`config.mk`:
```
export PLATFORM = sky130hd
export DESIGN_NAME = sr_reg_bank
export DESIGN_NICKNAME = d
export VERILOG_FILES = /design/src/rtl/sr_reg_bank.sv
export SDC_FILE = /design/constraint.sdc
export NUM_CORES = 1
export LEC_CHECK = 0
export ABC_CLOCK_PERIOD_IN_PS = 1600
export CORE_MARGIN = 2
export CORE_UTILIZATION = 45
export DETAILED_ROUTE_END_ITERATION = 10
export GPL_TIMING_DRIVEN = 0
export PLACE_DENSITY = 0.79
export SYNTH_ARGS = -nofsm -noshare
export SYNTH_HDL_FRONTEND = slang
export SYNTH_SLANG_ARGS = --single-unit
```
`constraint.sdc`:
```
create_clock -name clk -period 1.6 [get_ports clk]
set_input_delay 0.32 -clock clk [delete_from_list [all_inputs] [get_ports clk]]
set_output_delay 0.32 -clock clk [all_outputs]
set_load 0.01 [all_outputs]
```
`src/rtl/sr_reg_bank.sv`:
```
// sr_reg_bank: WIDTH-bit bank of clocked SR flip-flops with selectable
// S=R=1 handling, per-bit edge pulses and conflict diagnostics.
//
// Ports
//   clk             rising-edge clock
//   reset           synchronous, active-high reset
//   en              update enable; 0 = bank holds and s/r are ignored
//   s, r            per-bit set / reset requests
//   clr_err         clears conflict_sticky and conflict_cnt
//   q, qn           flop state and its registered complement
//   rise, fall      one-cycle pulses when a bit changed 0->1 / 1->0
//   conflict        any bit had s=r=1 with en=1 on the previous edge
//   conflict_sticky set by any conflict, held until clr_err/reset
//   conflict_cnt    saturating count of conflict cycles

// One SR bit: state, complement and edge pulses, all registered.
module sr_reg_bit #(
    parameter int   CONFLICT_MODE = 0,
    parameter logic RESET_VAL     = 1'b0
) (
    input  logic clk,
    input  logic reset,
    input  logic en,
    input  logic s,
    input  logic r,
    output logic q,
    output logic qn,
    output logic rise,
    output logic fall
);
    logic q_nxt;

    always_comb begin
        q_nxt = q;
        if (en) begin
            case ({s, r})
                2'b10: q_nxt = 1'b1;
                2'b01: q_nxt = 1'b0;
                2'b11: begin
                    case (CONFLICT_MODE)
                        1:       q_nxt = 1'b1;
                        2:       q_nxt = 1'b0;
                        3:       q_nxt = ~q;
                        default: q_nxt = q;
                    endcase
                end
                default: q_nxt = q;
            endcase
        end
    end

    // Pulses come from the old/new state pair, so a hold (en=0 or a set on
    // an already-set bit) naturally yields no pulse.
    always_ff @(posedge clk) begin
        if (reset) begin
            q    <= RESET_VAL;
            qn   <= ~RESET_VAL;
            rise <= 1'b0;
            fall <= 1'b0;
        end else begin
            q    <= q_nxt;
            qn   <= ~q_nxt;
            rise <= ~q & q_nxt;
            fall <= q & ~q_nxt;
        end
    end
endmodule

module sr_reg_bank #(
    parameter int               WIDTH         = 8,
    parameter int               CONFLICT_MODE = 0,
    parameter logic [WIDTH-1:0] RESET_VAL     = '0,
    parameter int               CNT_W         = 4
) (
    input  logic             clk,
    input  logic             reset,
    input  logic             en,
    input  logic [WIDTH-1:0] s,
    input  logic [WIDTH-1:0] r,
    input  logic             clr_err,
    output logic [WIDTH-1:0] q,
    output logic [WIDTH-1:0] qn,
    output logic [WIDTH-1:0] rise,
    output logic [WIDTH-1:0] fall,
    output logic             conflict,
    output logic             conflict_sticky,
    output logic [CNT_W-1:0] conflict_cnt
);
    generate
        if (CONFLICT_MODE < 0 || CONFLICT_MODE > 3) begin : g_bad_mode
            $error("sr_reg_bank: CONFLICT_MODE must be 0..3");
        end
    endgenerate

    localparam logic [CNT_W-1:0] CNT_ONE = {{(CNT_W-1){1'b0}}, 1'b1};

    for (genvar i = 0; i < WIDTH; i++) begin : g_bit
        sr_reg_bit #(
            .CONFLICT_MODE(CONFLICT_MODE),
            .RESET_VAL    (RESET_VAL[i])
        ) u_bit (
            .clk  (clk),
            .reset(reset),
            .en   (en),
            .s    (s[i]),
            .r    (r[i]),
            .q    (q[i]),
            .qn   (qn[i]),
            .rise (rise[i]),
            .fall (fall[i])
        );
    end

    // One event per cycle, however many bits collide.
    logic evt;
    assign evt = en & (|(s & r));

    // clr_err is applied before the same-edge event, so a colliding event
    // leaves sticky=1 and cnt=1.
    always_ff @(posedge clk) begin
        if (reset) begin
            conflict        <= 1'b0;
            conflict_sticky <= 1'b0;
            conflict_cnt    <= '0;
        end else begin
            conflict <= evt;
            if (clr_err) begin
                conflict_sticky <= evt;
                conflict_cnt    <= evt ? CNT_ONE : '0;
            end else if (evt) begin
                conflict_sticky <= 1'b1;
                if (conflict_cnt != '1)
                    conflict_cnt <= conflict_cnt + CNT_ONE;
            end
        end
    end
endmodule

```
# Yosys cells after proc, flatten, opt, wreduce, memory -nomap -nowiden
# Index checks and enable logic that the tools add are counted.
# W data, S select, Z words.
[op_classes]
eq_ne = 17
n_reduce_logical = 4
n_bitwise = 34
n_addsub = 1
mux = 22
[op_table]
columns = ["op", "count"]
rows = [
  ["$and A1 B1 Y1", 17],
  ["$eq A2 B1 Y1 const B", 8],
  ["$eq A2 B2 Y1 const B", 8],
  ["$not A1 Y1", 16],
  ["$pmux W1 S2", 8],
  ["$mux W4", 3],
  ["$mux W1", 11],
  ["$and A8 B8 Y8", 1],
  ["$reduce_or A8 Y1", 1],
  ["$add A4 B1 Y4 const B", 1],
  ["$ne A4 B4 Y1 const B", 1],
  ["$reduce_bool A2 Y1", 2],
  ["$reduce_and A2 Y1", 1],
]
[word_totals]
elab_cells = 113
ff_bits = 38
in_bits = 20
out_inout_bits = 38

# Logic depth before layout (Yosys ltp)
# Gate-level depths: netlist of the first run.
[depth]
ltp_word = 5
ltp_mapped = 5
mapped_depth_nobuf = 5

# By module
# A second synthesis of the first run with hierarchy kept.
[hier_totals]
cells_unflattened = 155
hier_area_um2 = 1757.9
[by_module_without_submodules]
columns = ["mod", "area_per_inst_um2", "cells_each", "instances", "seq_area_each_um2"]
rows = [
  ["sr_reg_bit", 173.9, 15, 8, 80.1],
  ["sr_reg_bank", 366.6, 35, 1, 120.1],
]

# Least setup slack after synthesis of the first run
# No wires, ideal clock.
[synth_timing]
kind = "register -> register"
startpoint = "register conflict_cnt[0]"
endpoint = "register conflict_cnt[2]"
synth_period_minus_slack_ns = 1.427
setup_slack_ns = 0.173
path_stages_with_launch = 6
required_time_ns = 1.484
setup_time_ns = 0.116
path_buffers = 0
t_arrival_ns = 1.311
path_cell_list = "dfxtp_1 > ha_1 > and3_4 > a211oi_4 > a21oi_1 > a31o_1"
[synth_between]
elab_chain_len = 4
word_cells_on_any_way = 7
classes_between = "add/sub: 1; eq/ne: 1; mux: 3; reduce/logical: 2"
[synth_rtl]
columns = ["element", "line_no", "text"]
rows = [
  ["start, declared", "87", "output logic [CNT_W-1:0] conflict_cnt"],
  ["start signal, assigned", "129", "conflict_cnt <= evt ? CNT_ONE : '0;"],
  ["start signal, assigned", "133", "conflict_cnt <= conflict_cnt + CNT_ONE;"],
  ["$add A4 B1 Y4", "133", ""],
  ["$mux W4", "132", "if (conflict_cnt != '1)"],
  ["$mux W4", "130", "end else if (evt) begin"],
  ["$mux W4", "127", "if (clr_err) begin"],
]
# Several ways; a longest one is shown, not always the timed one. The select of a mux whose other input is x is not followed.
# A chain may end at the register's enable or synchronous reset.

# Worst setup path in the final report of the first run
[layout_timing]
startpoint = "input s[1]"
endpoint = "register conflict_cnt[3]"
[layout_between]
elab_chain_len = 5
[layout_rtl]
columns = ["element", "line_no", "text"]
rows = [
  ["start, declared", "78", "input logic [WIDTH-1:0] s,"],
  ["$and A8 B8 Y8", "116", "assign evt = en & (|(s & r));"],
  ["$reduce_or A8 Y1", "116", ""],
  ["$and A1 B1 Y1", "116", ""],
  ["$reduce_bool A2 Y1 (no source line)", "n/a", ""],
  ["$reduce_and A2 Y1 (no source line)", "n/a", ""],
]
# Every way passes these cells.

==> results of run 1 <==
[layout make-up]
type | instances | area [µm²]
Fill cell | 296 | 1180
Sequential cell | 38 | 771
Multi-Input combinational cell | 81 | 664
Timing Repair Buffer | 56 | 579
Buffer | 35 | 255
Clock buffer | 5 | 68.8
Inverter | 18 | 67.6
Tap cell | 48 | 60.1
Clock inverter | 2 | 10.0
[worst paths after layout]
| check | start | slack [ns] | end |
|---|---|---|---|
| setup / recovery | s[1] | 0.03 | conflict_cnt[3] |
| hold / removal | g_bit[6].u_bit.q | 0.43 | g_bit[6].u_bit.rise |
| setup reg to reg | conflict_cnt[0] | 0.10 | conflict_cnt[3] |
| hold reg to reg | g_bit[6].u_bit.q | 0.43 | g_bit[6].u_bit.rise |
[routing by layer]
| metal | share of wire | global-route usage | vias to the layer above |
|---|---|---|---|
| met5 | 0 | 0 | - |
| met4 | 0.023 | 0.0781 | 0 |
| met3 | 0.060 | 0.0511 | 7 |
| met2 | 0.48 | 0.283 | 43 |
| met1 | 0.44 | 0.165 | 563 |
| li1 | - | - | 659 |
[layout by cell type (no fill, tap or decap)]
| cell | instances |
|---|---|
| o22ai_1 | 1 |
| nand2_1 | 6 |
| ha_2 | 5 |
| dfxtp_1 | 30 |
| a211oi_4 | 1 |
| nor4b_1 | 8 |
| nand2b_1 | 1 |
| nand3_1 | 1 |
| o21ai_0 | 9 |
| nand3b_1 | 8 |
| nand4_1 | 1 |
| ha_1 | 12 |
| clkbuf_8 | 5 |
| nor3_1 | 1 |
| nor2_1 | 11 |
| a21oi_1 | 1 |
| a31o_1 | 1 |
| buf_4 | 33 |
| clkbuf_1 | 2 |
| and3_4 | 1 |
| inv_2 | 1 |
| dfxtp_2 | 8 |
| or3_1 | 1 |
| clkdlybuf4s50_1 | 47 |
| dlygate4sd2_1 | 1 |
| a21o_1 | 9 |
| nor4_4 | 2 |
| mux2i_1 | 1 |
| dlymetal6s2s_1 | 8 |
| inv_1 | 17 |
| clkinv_2 | 2 |
[flip-flops by register name, indices dropped and copies added (netlist names)]
name	flops
g_bit.u_bit.rise	8
conflict	1
g_bit.u_bit.qn	8
g_bit.u_bit.fall	8
conflict_cnt	4
g_bit.u_bit.q	8
conflict_sticky	1
[cell families after synthesis]
kind of cell	count (synthesis)	synth area share
buf+inv	53	0.188
flops	38	0.443
simple gates	41	0.151
compound gates	22	0.0889
mux	1	0.00583
fa+ha+maj	17	0.124
[what timing repair did]
action / 4_1_cts / 5_1_grt
pin swaps: 0 / 6
endpoints found under the setup margin: 12 / 11
gates resized for setup: 10 / 14
[worst max-delay path, stage by stage]
cell and delay (ns):
clkdlybuf4s50_1 0.51, ha_2 0.21, nor4_4 0.06, a211oi_4 0.32, nand4_1 0.17, mux2i_1 0.15
[report_power, final]
group / switching, µW / leakage (µW) / internal, µW
sequential: 14.8 / 0.000312 / 976
clock: 302 / 0.0000438 / 292
combinational: 119 / 0.000915 / 166
[stage by stage]
step	power [µW]	instances	setup TNS [ns]	hold slack, ns	utilization
final	1870	283	0	0.426	0.676
after global placement	1280	276	-1.81	0.429	0.639
after CTS	1900	283	-0.0172	0.429	0.667
after detailed placement	1290	276	-2.46	0.437	0.639
after global routing	1980	283	-0.0210	0.450	0.676
after floorplan	1150	172	0	0.418	-
==> flow_metrics.py, run 1 <==
metrics = {
    "status": {
        "outcome": "finished, final reports clean",
    },
    "timing": {
        "remaining_max_slew_budget_at_the_tightest_pin": 0.616,
        "timing.clock.skew_ns": 0.00232,
        "period_share": 0.980,
        "setup_viol": 0,
        "hold_viol": 0,
        "period_minus_ws_final_ns": 1.57,
        "drv_slew": 0,
        "rsz_0062_raised_after_global_routing": "yes",
        "max_slew.worst_pin.slew_ns": 0.576,
        "setup_slack_ns": 0.0324,
        "max_clock_freq_ghz": 0.638,
    },
    "clock_tree": {
        "cts_tree": "done",
        "h-tree-depth": 2,
        "ctsRootBufferMaster": "clkbuf_8",
        "tritoncts.num_buffers": 5,
        "cts-root-to-sink-buffers": 2,
        "clk_transition_reported_paths_ns": 0.07,
        "cts_setup_buffers": 0,
        "clock-sinks": 38,
        "cts_hold_buf": 0,
        "clock_network_latency_to_the_later_pin_of_the_worst_skew_pair_ns": 0.28,
    },
    "power_and_ir_drop": {
        "max_rail_drop_vdd_uv": 529,
        "power_density_mw_per_mm2": 755,
        "leakagePower_uw": 0.00127,
    },
    "global_route": {
        "first_pass_grt_wire_length_um": 5140,
        "grt_antenna_before_repair": 0,
        "total_global_routing_overflow": 0,
        "maximum_number_of_pins_on_one_net_before_global_route_repair": 12,
        "grt_pass1_vias": 1215,
        "global_route.usage.total": 0.158,
    },
    "synth": {
        "syn-instance-count": 172,
        "ys_seq_elements": 38,
        "synth_fp_nets": 209,
        "syn_area_mm2": 0.00172,
        "synth_top_area_share": 0.443,
        "synth_top_cell_by_area": "dfxtp_1",
        "yosys.cell_types.count": 24,
        "fraction_of_the_yosys_area_taken_by_sequential_cells": 0.443,
        "avgSynthCellArea_um2": 9.99,
        "yosys_warnings": 0,
        "yosys-top-cells-count": "dfxtp_1, buf_4, ha_1, inv_1, nor2_1",
        "synthArstFlopShare": 0,
        "synth_flop_cell": "dfxtp_1",
        "cells_taking_the_most_area_after_synthesis": "dfxtp_1, buf_4, ha_1, nor4b_1, a21o_1",
        "post-synth-top-count-cell": "dfxtp_1",
        "synth-edff-count": 0,
    },
    "job": {
        "max-cap-violations": 0,
    },
    "floorplan": {
        "floorplan.initialDensity": 0.469,
        "design.portCount": 58,
        "num_rows": 22,
        "core-area_mm2": 0.00366,
        "die-area_mm2": 0.00433,
        "die-width_um": 65.8,
        "die_height_um": 65.8,
    },
    "final_layout": {
        "finish.instance_area_mm2": 0.00248,
        "antennaDiodeCount": 0,
        "flow.area_growth_from_synthesis_pct": 44.1,
        "layout.nets": 272,
        "layout-drive-gt1-share": 0.247,
    },
    "drt": {
        "drt-wirelength-per-cell_um": 11.0,
        "detail_route.iter0.violations": 54,
        "tritonroute_pass_1_iters": 4,
        "drt_antenna_net_count": 0,
        "route.vias.total": 1272,
        "drt_wl_total_um": 3120,
        "detail_route.vias_per_cell": 4.49,
        "drcViolationCount": 0,
    },
    "critical_path": {
        "worstPathArrival_ns": 1.74,
        "critical_path_required_ns": 1.77,
        "endpoint_kind": "flop",
        "worst-setup-path-type": "in -> reg",
        "timing.reg2reg.worst_path_depth": 5,
        "worstPathMaxFanout": 6,
        "worstSetupStartpointType": "input port",
    },
    "place": {
        "place.gp.congestion": 0.763,
        "port-buffer-count": 56,
        "dp_worst_slack_ns": -0.382,
        "post-dp-hpwl_um": 2310,
        "placed_cell_area_mm2": 0.00234,
    },
    "hold_path": {
        "min_path_cells": 1,
        "min-delay-path-class": "reg -> reg",
    },
}
Note: power is estimated with default switching activity, not from simulation.
==> run 2, diff against run 1 <==
--- a/config.mk
+++ b/config.mk
@@ -13,4 +13,5 @@
 export PLACE_DENSITY = 0.79
 export SYNTH_ARGS = -nofsm -noshare
 export SYNTH_HDL_FRONTEND = slang
+export SYNTH_HIERARCHICAL = 1
 export SYNTH_SLANG_ARGS = --single-unit
==> run 2 against run 1 <==
Compared with the run above: die area increased by 2.2%; total power increased by 8.7%; worst setup slack improved by 0.017 ns; design area rose by 3.1%; global-route usage is 2.3 points higher; non-clock buffer count is 30 lower; worst hold slack improved by 0.017 ns; area after synthesis rose by 2.3%; flip-flop and latch count unchanged; sequential share of layout area down 1.3 points; combinational power increased by 6%; critical path type unchanged; largest cell class is now multi-input combinational cells.
==> flow_metrics.py, run 2 <==
metrics = {
    "clock_tree": {
        "clk_transition_reported_paths_ns": 0.07,
        "ctsRootBufferMaster": "clkbuf_8",
        "cts-root-to-sink-buffers": 2,
        "tritoncts.num_buffers": 5,
        "cts_tree": "done",
        "h-tree-depth": 2,
        "clock-sinks": 38,
        "clock_network_latency_to_the_later_pin_of_the_worst_skew_pair_ns": 0.28,
    },
    "floorplan": {
        "core-area_mm2": 0.00372,
        "floorplan.initialDensity": 0.473,
        "die_height_um": 66.5,
        "die-area_mm2": 0.00442,
        "die-width_um": 66.5,
        "num_rows": 22,
        "design.portCount": 58,
    },
    "critical_path": {
        "endpoint_kind": "flop",
        "timing.critical_path.slowest_cell_delay_ns": 0.43,
        "cp-startpoint": "r[6]",
        "worstPathMaxFanout": 5,
        "timing.rr.start": "conflict_cnt[1]",
        "path_cells": "clkdlybuf4s50_1, a22o_4, o41ai_4, buf_4, o211ai_1, o31ai_1",
        "worst_r2r_endpoint": "conflict_cnt[2]",
        "cp_num_buf_inv": 2,
        "worstPathArrival_ns": 1.74,
        "worst-setup-path-type": "in -> reg",
        "cp_slowest_cell": "clkdlybuf4s50_1",
        "worstSetupStartpointType": "input port",
        "timing.critical_path.max_delay_family": "compound AO/OA/AOI/OAI gates",
        "rrSetupSlack_ns": 0.10,
        "critical_path_required_ns": 1.79,
        "timing.reg2reg.worst_path_depth": 6,
    },
    "global_route": {
        "total_global_routing_overflow": 0,
        "global_route.usage.total": 0.182,
        "grt_pass1_vias": 1432,
        "maximum_number_of_pins_on_one_net_before_global_route_repair": 31,
        "grt_antenna_before_repair": 0,
        "first_pass_grt_wire_length_um": 6110,
    },
    "timing": {
        "fin_hold_ws_ns": 0.442,
        "timing.clock.skew_ns": 0.00285,
        "setup_viol": 0,
        "hold_viol": 0,
        "timing.setup.tns_ns": 0,
        "period_minus_ws_final_ns": 1.55,
        "period_share": 0.969,
        "remaining_max_slew_budget_at_the_tightest_pin": 0.348,
        "drv_slew": 0,
        "max_clock_freq_ghz": 0.645,
        "max_slew.worst_pin.slew_ns": 0.979,
    },
    "synth": {
        "yosys_warnings": 6,
        "synth-edff-count": 0,
        "yosys-top-cells-count": "dfxtp_1, ha_1",
        "ys_seq_elements": 38,
        "syn-instance-count": 155,
        "synth_simple_gate_area_share": 0.260,
        "synth_fp_nets": 192,
        "fraction_of_the_yosys_area_taken_by_sequential_cells": 0.433,
        "fraction_of_the_mapped_netlist_area_in_compound_gates": 0.165,
        "yosys.cell_types.count": 30,
        "post-synth-top-count-cell": "dfxtp_1",
        "synth_xor_area_frac": 0,
        "mux_contribution_to_synthesized_area": 0,
        "largest_family_of_logic_cells_by_synthesized_area": "simple AND/OR/NAND/NOR gates",
        "synth_flop_cell": "dfxtp_1",
        "synth_top_area_share": 0.433,
        "synthArstFlopShare": 0,
        "post_synth_fa_ha_maj_area_fraction": 0.121,
        "synth_top_cell_by_area": "dfxtp_1",
        "syn_area_mm2": 0.00176,
        "cells_taking_the_most_area_after_synthesis": "dfxtp_1, ha_1, nand4bb_1, nor4bb_1, o21ba_1",
        "avgSynthCellArea_um2": 11.3,
    },
    "power_and_ir_drop": {
        "power_uw": 2030,
        "power_density_mw_per_mm2": 796,
        "max_rail_drop_vdd_uv": 469,
        "leakagePower_uw": 0.00109,
    },
    "hold_path": {
        "min_path_cells": 1,
        "timing.hold.worst_endpoint": "g_bit[0].u_bit/rise",
        "hold_path_startpoint": "g_bit[0].u_bit/q",
        "min-delay-path-class": "reg -> reg",
    },
    "place": {
        "place.gp.congestion": 0.703,
        "post-dp-hpwl_um": 2710,
        "dp_cells": 260,
        "port-buffer-count": 57,
    },
    "final_layout": {
        "layout.nets": 259,
        "flow.area_growth_from_synthesis_pct": 45.3,
        "antennaDiodeCount": 0,
        "layout-drive-gt1-share": 0.139,
        "fill_cells": 284,
        "layout.cells.most_common_list": "dfxtp_1, clkdlybuf4s50_1, ha_1",
        "final_core_util": 0.687,
        "count_of_non_filler_cells_in_the_finished_layout": 271,
    },
    "drt": {
        "drt_wl_total_um": 3820,
        "drcViolationCount": 0,
        "drt-wirelength-per-cell_um": 14.1,
        "detail_route.vias_per_cell": 5.19,
        "drt_antenna_net_count": 0,
        "detail_route.iter0.violations": 32,
        "tritonroute_pass_1_iters": 4,
        "route.vias.total": 1407,
    },
    "job": {
        "max-cap-violations": 0,
    },
    "status": {
        "outcome": "finished, final reports clean",
    },
}
[run 2: final cells by class]
class,instances,area (µm²),share of cell area
Tap cell,48,60.1,0.0235
Sequential cell,38,762,0.298
Multi-Input combinational cell,107,1000,0.392
Timing Repair Buffer,60,582,0.228
Clock buffer,8,110,0.0431
Buffer,1,3.75,0.00147
Inverter,9,33.8,0.0132
[run 2: cell families after synthesis]
logic type | count (synthesis)
adder cells (fa/ha/maj) | 17
flip-flops | 38
AO/OA/AOI/OAI | 31
AND/OR/NAND/NOR | 59
buffers and inverters | 10
[run 2: worst max path at each step]
| stage | to | slack (ns) | cells after the start |
|---|---|---|---|
| floorplan | conflict_cnt[2] | 0.16 | 4 |
| global placement | conflict_cnt[3] | -0.57 | 4 |
| CTS | conflict_cnt[3] | -0.004 | 5 |
| detailed placement | conflict_cnt[3] | -0.73 | 4 |
| finish | conflict_cnt[1] | 0.05 | 6 |
| global route | g_bit[7].u_bit/qn | -0.03 | 5 |
[run 2: power by group]
part / leakage [µW] / internal (µW) / total (µW) / switching [µW]
logic: 0.000723 / 165 / 302 / 138
clock network: 0.0000575 / 435 / 745 / 310
registers: 0.000309 / 972 / 986 / 13.6
[run 2: timing repair]
| action | in CTS | in global routing |
|---|---|---|
| endpoints found under the setup margin | 33 | 7 |
| cloned | 0 | 0 |
| gates resized for setup | 25 | 7 |
| pin swaps | 5 | 4 |
| setup buffers | 2 | 1 |
| hold buffers | 0 | 0 |
[run 2: stage by stage]
stage          worst slack, ns  cell area (µm²)
3_5_place_dp            -0.726             2390
6_report                0.0492             2550
4_1_cts               -0.00396             2520
3_3_place_gp            -0.567             2390
2_1_floorplan            0.159             1760
5_1_grt                -0.0273             2550
[run 2: layer usage]
layer  global-route usage  part of all wire  vias to the layer above
li1                     -                 -                      694
met1                0.185              0.41                      663
met2                0.336              0.49                       45
met3               0.0794             0.087                        5
met4               0.0459            0.0094                        0
met5                    0                 0                        -
